$ cat src/rtl/word_serial_adder_if.sv
// word_serial_adder_if: operand-in and result-out streams of the word-serial adder.
interface word_serial_adder_if #(
  parameter int MAX_BEATS = 16,
  localparam int LW = $clog2(MAX_BEATS + 1)
);
  logic          in_valid;
  logic          in_ready;
  logic [31:0]   in_a;
  logic [31:0]   in_b;
  logic          in_first;
  logic          in_last;
  logic          in_sub;
  logic          out_valid;
  logic          out_ready;
  logic [31:0]   out_sum;
  logic          out_last;
  logic          out_cout;
  logic          out_ovf;
  logic [LW-1:0] out_len;
  logic          out_err;
  modport master (
    output in_valid, in_a, in_b, in_first, in_last, in_sub, out_ready,
    input  in_ready, out_valid, out_sum, out_last, out_cout, out_ovf, out_len, out_err
  );
  modport slave (
    input  in_valid, in_a, in_b, in_first, in_last, in_sub, out_ready,
    output in_ready, out_valid, out_sum, out_last, out_cout, out_ovf, out_len, out_err
  );
endinterface

$ cat src/rtl/word_serial_adder.sv
// word_serial_adder: LSW-first multi-precision add/sub, one 32-bit word per beat, carry chained across beats.
module word_serial_adder #(
  parameter int MAX_BEATS = 16,
  localparam int LW = $clog2(MAX_BEATS + 1)
) (
  input logic clk,
  input logic rst_n,
  word_serial_adder_if.slave bus
);
  typedef enum logic {IDLE, BUSY} state_t;
  state_t        state_q, state_d;
  logic          carry_q, carry_d, sub_q, sub_d, err_q, err_d;
  logic [LW-1:0] cnt_q, cnt_d;
  logic          out_valid_q, out_valid_d, out_last_q, out_last_d;
  logic          out_cout_q, out_cout_d, out_ovf_q, out_ovf_d, out_err_q, out_err_d;
  logic [31:0]   out_sum_q, out_sum_d;
  logic [LW-1:0] out_len_q, out_len_d;
  logic          accept, start, sub, cin, cout, sat, err_cur;
  logic [31:0]   b_eff, sum;
  logic [16:0]   lo, hi0, hi1;
  logic [LW-1:0] cnt_cur;
  assign bus.in_ready  = !out_valid_q | bus.out_ready;
  assign bus.out_valid = out_valid_q;
  assign bus.out_sum   = out_sum_q;
  assign bus.out_last  = out_last_q;
  assign bus.out_cout  = out_cout_q;
  assign bus.out_ovf   = out_ovf_q;
  assign bus.out_len   = out_len_q;
  assign bus.out_err   = out_err_q;
  // Carry-select core: upper half precomputed for both carries, picked by the lower half's carry.
  always_comb begin
    accept  = bus.in_valid & bus.in_ready;
    start   = bus.in_first | (state_q == IDLE);
    sub     = start ? bus.in_sub : sub_q;
    cin     = start ? bus.in_sub : carry_q;
    b_eff   = sub ? ~bus.in_b : bus.in_b;
    lo      = {1'b0, bus.in_a[15:0]} + {1'b0, b_eff[15:0]} + {16'b0, cin};
    hi0     = {1'b0, bus.in_a[31:16]} + {1'b0, b_eff[31:16]};
    hi1     = {1'b0, bus.in_a[31:16]} + {1'b0, b_eff[31:16]} + 17'd1;
    {cout, sum} = {lo[16] ? hi1 : hi0, lo[15:0]};
    sat     = cnt_q == LW'(MAX_BEATS);
    cnt_cur = start ? LW'(1) : (sat ? cnt_q : cnt_q + LW'(1));
    err_cur = start ? (!bus.in_first | (state_q == BUSY)) : (err_q | sat);
  end
  always_comb begin
    state_d     = accept ? (bus.in_last ? IDLE : BUSY) : state_q;
    carry_d     = accept ? (!bus.in_last & cout) : carry_q;
    sub_d       = accept ? sub : sub_q;
    cnt_d       = accept ? (bus.in_last ? '0 : cnt_cur) : cnt_q;
    err_d       = accept ? (!bus.in_last & err_cur) : err_q;
    out_valid_d = accept | (out_valid_q & !bus.out_ready);
    out_sum_d   = accept ? sum : out_sum_q;
    out_last_d  = accept ? bus.in_last : out_last_q;
    out_cout_d  = accept ? (bus.in_last & (cout ^ sub)) : out_cout_q;
    out_ovf_d   = accept ? (bus.in_last & (bus.in_a[31] == b_eff[31]) & (sum[31] != bus.in_a[31])) : out_ovf_q;
    out_len_d   = accept ? (bus.in_last ? cnt_cur : '0) : out_len_q;
    out_err_d   = accept ? (bus.in_last & err_cur) : out_err_q;
  end
  always_ff @(posedge clk or negedge rst_n) begin
    if (!rst_n) begin
      state_q     <= IDLE;
      carry_q     <= 1'b0;
      sub_q       <= 1'b0;
      cnt_q       <= '0;
      err_q       <= 1'b0;
      out_valid_q <= 1'b0;
      out_sum_q   <= '0;
      out_last_q  <= 1'b0;
      out_cout_q  <= 1'b0;
      out_ovf_q   <= 1'b0;
      out_len_q   <= '0;
      out_err_q   <= 1'b0;
    end else begin
      state_q     <= state_d;
      carry_q     <= carry_d;
      sub_q       <= sub_d;
      cnt_q       <= cnt_d;
      err_q       <= err_d;
      out_valid_q <= out_valid_d;
      out_sum_q   <= out_sum_d;
      out_last_q  <= out_last_d;
      out_cout_q  <= out_cout_d;
      out_ovf_q   <= out_ovf_d;
      out_len_q   <= out_len_d;
      out_err_q   <= out_err_d;
    end
  end
endmodule

$ cat src/flat_wrapper.sv
// flat-port wrapper written by rule: the top's interface ports become plain ports
module word_serial_adder_flat 
#(
  parameter int MAX_BEATS = 16,
  localparam int LW = $clog2(MAX_BEATS + 1)
)
  (clk, rst_n, bus_in_valid, bus_in_a, bus_in_b, bus_in_first, bus_in_last, bus_in_sub, bus_out_ready, bus_in_ready, bus_out_valid, bus_out_sum, bus_out_last, bus_out_cout, bus_out_ovf, bus_out_len, bus_out_err);
  word_serial_adder_if #(.MAX_BEATS(MAX_BEATS)) bus_i ();
  input logic clk;
  input logic rst_n;
  input wire logic [$bits(bus_i.in_valid)-1:0] bus_in_valid;
  input wire logic [$bits(bus_i.in_a)-1:0] bus_in_a;
  input wire logic [$bits(bus_i.in_b)-1:0] bus_in_b;
  input wire logic [$bits(bus_i.in_first)-1:0] bus_in_first;
  input wire logic [$bits(bus_i.in_last)-1:0] bus_in_last;
  input wire logic [$bits(bus_i.in_sub)-1:0] bus_in_sub;
  input wire logic [$bits(bus_i.out_ready)-1:0] bus_out_ready;
  output wire logic [$bits(bus_i.in_ready)-1:0] bus_in_ready;
  output wire logic [$bits(bus_i.out_valid)-1:0] bus_out_valid;
  output wire logic [$bits(bus_i.out_sum)-1:0] bus_out_sum;
  output wire logic [$bits(bus_i.out_last)-1:0] bus_out_last;
  output wire logic [$bits(bus_i.out_cout)-1:0] bus_out_cout;
  output wire logic [$bits(bus_i.out_ovf)-1:0] bus_out_ovf;
  output wire logic [$bits(bus_i.out_len)-1:0] bus_out_len;
  output wire logic [$bits(bus_i.out_err)-1:0] bus_out_err;
  assign bus_i.in_valid = bus_in_valid;
  assign bus_i.in_a = bus_in_a;
  assign bus_i.in_b = bus_in_b;
  assign bus_i.in_first = bus_in_first;
  assign bus_i.in_last = bus_in_last;
  assign bus_i.in_sub = bus_in_sub;
  assign bus_i.out_ready = bus_out_ready;
  assign bus_in_ready = bus_i.in_ready;
  assign bus_out_valid = bus_i.out_valid;
  assign bus_out_sum = bus_i.out_sum;
  assign bus_out_last = bus_i.out_last;
  assign bus_out_cout = bus_i.out_cout;
  assign bus_out_ovf = bus_i.out_ovf;
  assign bus_out_len = bus_i.out_len;
  assign bus_out_err = bus_i.out_err;
  word_serial_adder #(.MAX_BEATS(MAX_BEATS)) u_core (.clk(clk), .rst_n(rst_n), .bus(bus_i));
endmodule
$ cat config.mk
export PLATFORM = sky130hd
export DESIGN_NAME = word_serial_adder_flat
export DESIGN_NICKNAME = d
export VERILOG_FILES = /design/src/rtl/word_serial_adder_if.sv /design/src/rtl/word_serial_adder.sv /design/src/flat_wrapper.sv
export SDC_FILE = /design/constraint.sdc
export NUM_CORES = 1
export LEC_CHECK = 0
export ABC_AREA = 0
export CORE_MARGIN = 10
export CORE_UTILIZATION = 54
export CTS_CLUSTER_SIZE = 12
export DETAILED_ROUTE_END_ITERATION = 8
export GPL_TIMING_DRIVEN = 0
export HOLD_SLACK_MARGIN = 0.12
export PLACE_DENSITY_LB_ADDON = 0.3
export SLEW_MARGIN = 20
export SYNTH_ARGS = -nofsm -noshare
export SYNTH_HDL_FRONTEND = slang
export SYNTH_SLANG_ARGS = --single-unit
$ cat constraint.sdc
create_clock -name clk -period 10.6 [get_ports clk]
set_input_delay 2.12 -clock clk [delete_from_list [all_inputs] [get_ports clk]]
set_output_delay 2.12 -clock clk [all_outputs]
set_load 0.005 [all_outputs]
=== Word-level counts from Yosys, hierarchy flattened ===
Index checks and enable logic that the tools add are counted.

* $add $sub $neg: 5
* Equality and inequality tests: 3
* Mux-type cells: 10
* Bitwise operators: 16
* Reduce and logical (&&, ||, !) cells: 4

{| class="wikitable"
|+ Operator list
! operator !! number
|-
| 16-bit by 16-bit adder with 17-bit output || 2
|-
| 32-bit two-way mux || 1
|-
| 32-bit inverter || 1
|-
| 5-bit two-way mux || 4
|-
| 17-bit by 1-bit adder with 17-bit output || 1
|-
| 17-bit by 1-bit adder with 17-bit output, second input constant || 1
|-
| 17-bit two-way mux || 1
|-
| 1-bit AND || 8
|-
| 5-bit by 1-bit adder with 5-bit output, second input constant || 1
|-
| 5-bit equality test, second input constant || 1
|-
| 1-bit bitwise OR || 5
|-
| 1-bit zero test || 4
|-
| 1-bit two-way mux || 4
|-
| 1-bit equality test || 1
|-
| 1-bit != test || 1
|-
| 1-bit inverter || 1
|-
| 1-bit XOR || 1
|}

* Bits in registers: 51
* Input bits: 71
* Output and inout bits: 43
* Word-level logic and storage cells: 50

=== Logic depth before layout (Yosys ltp) ===
* Depth after elaboration: 9
* Gate-level depth with buffers: 19
* Mapped depth without buffers: 17

=== Least setup slack after synthesis ===
Ideal clock, no wire load.

* Kind: input-to-reg
* Start: in bus_in_first
* End: reg u_core.out_ovf_q (netlist: u_core.bus.out_ovf)
* Setup time: 0.121 ns
* Arrival: 5.823 ns
* Data required time: 10.479 ns
* Setup slack: 4.656 ns
* Cell stages on the path: 19
* Path buffers: 2
* Cells stage by stage: inv_1 nand2_1 and2_1 a21oi_1 clkbuf_1 buf_1 xnor2_1 ha_1 inv_1 fa_1 nor2b_4 o31a_1 xor2_1 nand3b_1 nor4_4 nand4_4 nor4_4 xnor2_1 a22o_1

* Word-level cells in the longest chain between the ends: 8
* Elaborated cells between the ends (all ways): 13
* Those cells by class: add/sub: 4; eq/ne: 2; mux: 4; bitwise: 3

{| class="wikitable"
|+ RTL lines
! what !! RTL line !! text
|-
| from (decl) || flat_wrapper.sv:14 || <nowiki>input wire logic [$bits(bus_i.in_first)-1:0] bus_in_first;</nowiki>
|-
| 1-bit bitwise OR (*) || word_serial_adder.sv:33 || <nowiki>start = bus.in_first | (state_q == IDLE);</nowiki>
|-
| 1-bit two-way mux || word_serial_adder.sv:34 || <nowiki>sub = start ? bus.in_sub : sub_q;</nowiki>
|-
| 32-bit two-way mux || word_serial_adder.sv:36 || <nowiki>b_eff = sub ? ~bus.in_b : bus.in_b;</nowiki>
|-
| 16-bit by 16-bit adder with 17-bit output, on equally long branches || word_serial_adder.sv:38, word_serial_adder.sv:39, word_serial_adder.sv:37 ||
|-
| 17-bit by 1-bit adder with 17-bit output, on equally long branches || word_serial_adder.sv:39, word_serial_adder.sv:37 ||
|-
| 17-bit two-way mux || word_serial_adder.sv:40 || <nowiki>{cout, sum} = {lo[16] ? hi1 : hi0, lo[15:0]};</nowiki>
|-
| 1-bit != test || word_serial_adder.sv:55 || <nowiki>out_ovf_d = accept ? (bus.in_last & (bus.in_a[31] == b_eff[31]) & (sum[31] != bus.in_a[31])) : out_ovf_q;</nowiki>
|-
| 1-bit AND (*) || word_serial_adder.sv:55 ||
|-
| to (signal assigned) || word_serial_adder.sv:83 || <nowiki>out_ovf_q <= out_ovf_d;</nowiki>
|-
| to (decl) || word_serial_adder.sv:15 || <nowiki>logic out_cout_q, out_cout_d, out_ovf_q, out_ovf_d, out_err_q, out_err_d;</nowiki>
|}

Every way passes the cells marked *; elsewhere a longest branch is shown, timed or not.
A chain may end at the register's enable or synchronous reset.

=== Final worst setup path ===
* Start: in bus_in_first
* End: reg u_core.carry_q

* Word-level cells in the longest chain between the ends: 7
* Elaborated cells between the ends (all ways): 10
* Those cells by class: add/sub: 4; mux: 4; bitwise: 2

{| class="wikitable"
|+ RTL lines
! what !! RTL line !! text
|-
| 1-bit bitwise OR (*) || word_serial_adder.sv:33 ||
|-
| 1-bit two-way mux || word_serial_adder.sv:34 ||
|-
| 32-bit two-way mux || word_serial_adder.sv:36 ||
|-
| 16-bit by 16-bit adder with 17-bit output, on equally long branches || word_serial_adder.sv:38, word_serial_adder.sv:39, word_serial_adder.sv:37 ||
|-
| 17-bit by 1-bit adder with 17-bit output, on equally long branches || word_serial_adder.sv:39, word_serial_adder.sv:37 ||
|-
| 17-bit two-way mux (*) || word_serial_adder.sv:40 ||
|-
| 1-bit AND (*) || word_serial_adder.sv:47 || <nowiki>carry_d = accept ? (!bus.in_last & cout) : carry_q;</nowiki>
|-
| to (signal assigned) || word_serial_adder.sv:75 || <nowiki>carry_q <= carry_d;</nowiki>
|-
| to (decl) || word_serial_adder.sv:12 || <nowiki>logic carry_q, carry_d, sub_q, sub_d, err_q, err_d;</nowiki>
|}

Marks and branches as above.

==> flow_metrics.py <==
metrics = {
    "place": {
        "port_buffers": 112,
        "hpwl_um": 9810,
        "gp_congestion": 0.885,
        "dpl_cell_area_um2": 5620,
        "pre_cts_ws_ns": 3.37,
    },
    "sta": {
        "fin_skew_ns": 0.00734,
        "fin_ws_ns": 3.71,
        "layout_min_cycle_time_ns": 6.89,
        "fin_setup_tns_ns": 0,
        "slew_headroom": 0.395,
        "whs_ns": 0.487,
        "timing.fmax_mhz": 145,
        "setup_viol": 0,
        "tightest_slew_ns": 0.908,
        "rsz0062_at_grt": "false",
        "slew_violations": 0,
        "hold_viol_final": 0,
        "timing.final.crit_share": 0.650,
    },
    "logic_synthesis": {
        "yosysMostFrequentCell": "nand2_1",
        "synth_area_leader_cell": "dfrtp_1",
        "avgSynthCellArea_um2": 8.70,
        "synth.area.top_cells": "dfrtp_1, xnor2_1, ha_1",
        "synth_top_area_frac": 0.292,
        "ys_ff_latch": 51,
        "postSynthNetCount": 612,
        "synth_cell_types": 62,
        "syn-cell-area_um2": 4370,
        "synth_cells": 502,
        "synth_common_cells": "nand2_1, xnor2_1, dfrtp_1",
        "synthFlopType": "dfrtp_1",
        "synth_edf_count": 0,
        "seq_area_frac_synth": 0.292,
        "synthArstFlopShare": 1.00,
        "yosys_warnings": 0,
    },
    "cts": {
        "htree_levels": 2,
        "cts_root_buffer": "clkbuf_8",
        "insertion_delay_ns": 0.31,
        "cts-hold-fix-buffers": 0,
        "post_cts.repair.setup_buffers": 0,
        "clock_path_buffers": 2,
        "cts_tree": "yes",
        "cts_resized": 0,
        "cts.sinks": 51,
        "numCtsBuffers": 5,
        "clk_pin_slew_ns": 0.09,
    },
    "global_routing": {
        "grt_first_pass_wirelength_um": 19600,
        "grt_pass1_vias": 4220,
        "antenna_found_initial": 0,
        "grt-ovfl-total": 0,
        "grt_max_degree": 52,
        "grt_usage": 0.200,
    },
    "power": {
        "power.total_uw": 961,
        "powerDensity_nw_per_um2": 167,
        "peakVddDrop_uv": 76.8,
        "leakage_uw": 0.00246,
    },
    "setup_path": {
        "path_cells": "clkdlybuf4s50_1 > inv_1 > nand2_1 > and2_1 > a21oi_1 > clkbuf_1 > buf_1 > xnor2_1 > ha_1 > inv_1 > fa_1 > nor2b_4 > o31a_1 > xor2_1 > nand3b_1 > nor4_4 > nand4_4 > nor3_2 > xor2_1 > a22o_1",
        "cp-start-kind": "primary input",
        "critPathArrivalTime_ns": 7.10,
        "critPathSlowestCell": "buf_1",
        "worstSetupPathType": "primary input to flip-flop",
        "required_ns": 10.81,
        "r2r_setup_slack_ns": 5.70,
        "cp_max_fo": 10,
        "critPathCaptureType": "flip-flop",
        "max_stage_delay_ns": 0.68,
    },
    "job": {
        "drv_cap": 0,
    },
    "cells_and_area": {
        "nFillCells": 617,
        "diodes": 0,
        "drive_above_1_share": 0.0418,
        "final_area_um2": 5740,
        "final_nets": 731,
        "syn_to_final_growth_pct": 31.3,
        "largest_reg_flops": 32,
    },
    "floorplanning": {
        "fp.dieH_um": 110,
        "die_x_um": 110,
        "placementRows": 32,
        "coreArea_um2": 7810,
        "start_util": 0.560,
        "dieArea_um2": 12100,
        "io_pins": 114,
    },
    "hold_path": {
        "min_path_type": "flip-flop to flip-flop",
    },
    "routing": {
        "wirelength_um": 12100,
        "ant_nets": 0,
        "drc": 0,
        "first_iter_violations": 118,
        "wl_per_cell_um": 16.8,
        "drt_pass1_iterations": 4,
        "vias": 4073,
        "viasPerCell": 5.63,
    },
    "status": {
        "outcome": "finished clean",
    },
}
-- final cells by class --
type	instances	area, um^2	share of cell area
clock inverter	2	38.8	0.00676
sequential	51	1280	0.222
clock buffer	6	82.6	0.0144
timing repair buffer	112	1120	0.195
tap	102	128	0.0222
multi-input combinational	414	2950	0.513
inverter	18	67.6	0.0118
buffer	19	80.1	0.0140
-- where the power goes --
group	switching, uW	internal, uW	leakage (uW)
Clock	68.6	77.7	0.0000618
Combinational	264	269	0.00176
Sequential	34.6	247	0.000638
Total	367	593	0.00246
-- placed cells by master (no fill, tap or decap), drive strengths merged, types with 3 or more instances in the layout --
master         instances
a211o                  3
a21o                  15
a21oi                 31
a22o                   7
a31oi                  3
and2                   4
and3                   6
buf                    5
clkbuf                21
clkdlybuf4s50        111
dfrtp                 51
fa                     3
ha                    36
inv                   19
mux2i                  5
nand2                 65
nand2b                 6
nand3                  9
nand4                  6
nor2                  32
nor2b                  7
nor3                   7
nor3b                 10
nor4                   3
o21a                   4
o21ai                 44
o311ai                 3
o31ai                  8
xnor2                 57
xor2                  13
-- final timing paths --
kind,startpoint,to,depth (start not counted)
min in group asynchronous,rst_n,u_core.cnt_q[4]$_DFFE_PN0P_,1
max reg2reg,u_core.state_q$_DFFE_PN0P_,u_core.carry_q$_DFFE_PN0P_,18
min reg2reg,u_core.bus.out_last$_DFFE_PN0P_,u_core.bus.out_last$_DFFE_PN0P_,2
min,u_core.bus.out_last$_DFFE_PN0P_,u_core.bus.out_last$_DFFE_PN0P_,2
max,bus_in_first,u_core.carry_q$_DFFE_PN0P_,20
max in group asynchronous,rst_n,u_core.bus.out_sum[15]$_DFFE_PN0P_,1
-- metrics by stage --
stage	cells	utilization
2_1_floorplan	502	-
3_3_place_gp	716	0.720
3_5_place_dp	716	0.719
4_1_cts	724	0.735
5_1_grt	724	0.735
6_report	724	0.735
-- kinds of logic (layout without fill, tap and decap cells) --
logic type | count (synthesis) | count (layout) | synth area share
buf+inv | 37 | 157 | 0.0338
compound gates | 133 | 133 | 0.196
flops | 51 | 51 | 0.292
xor+xnor | 70 | 70 | 0.144
mux | 5 | 5 | 0.0115
fa+ha+maj | 39 | 39 | 0.117
simple gates | 167 | 167 | 0.206
-- metal layers --
layer  part of all wire  GRT usage
met1               0.40      0.220
met2               0.53      0.379
met3              0.052     0.0287
met4              0.020     0.0660
met5                  0          0
-- worst max-delay path, delay by kind of cell --
kind	cells	cell delay, ns
AO/OA/AOI/OAI	3	0.46
XOR/XNOR	3	0.59
adder cells (fa/ha/maj)	2	0.65
buffers and inverters	5	1.71
AND/OR/NAND/NOR	7	1.56
(Power assumes the default switching activity.)
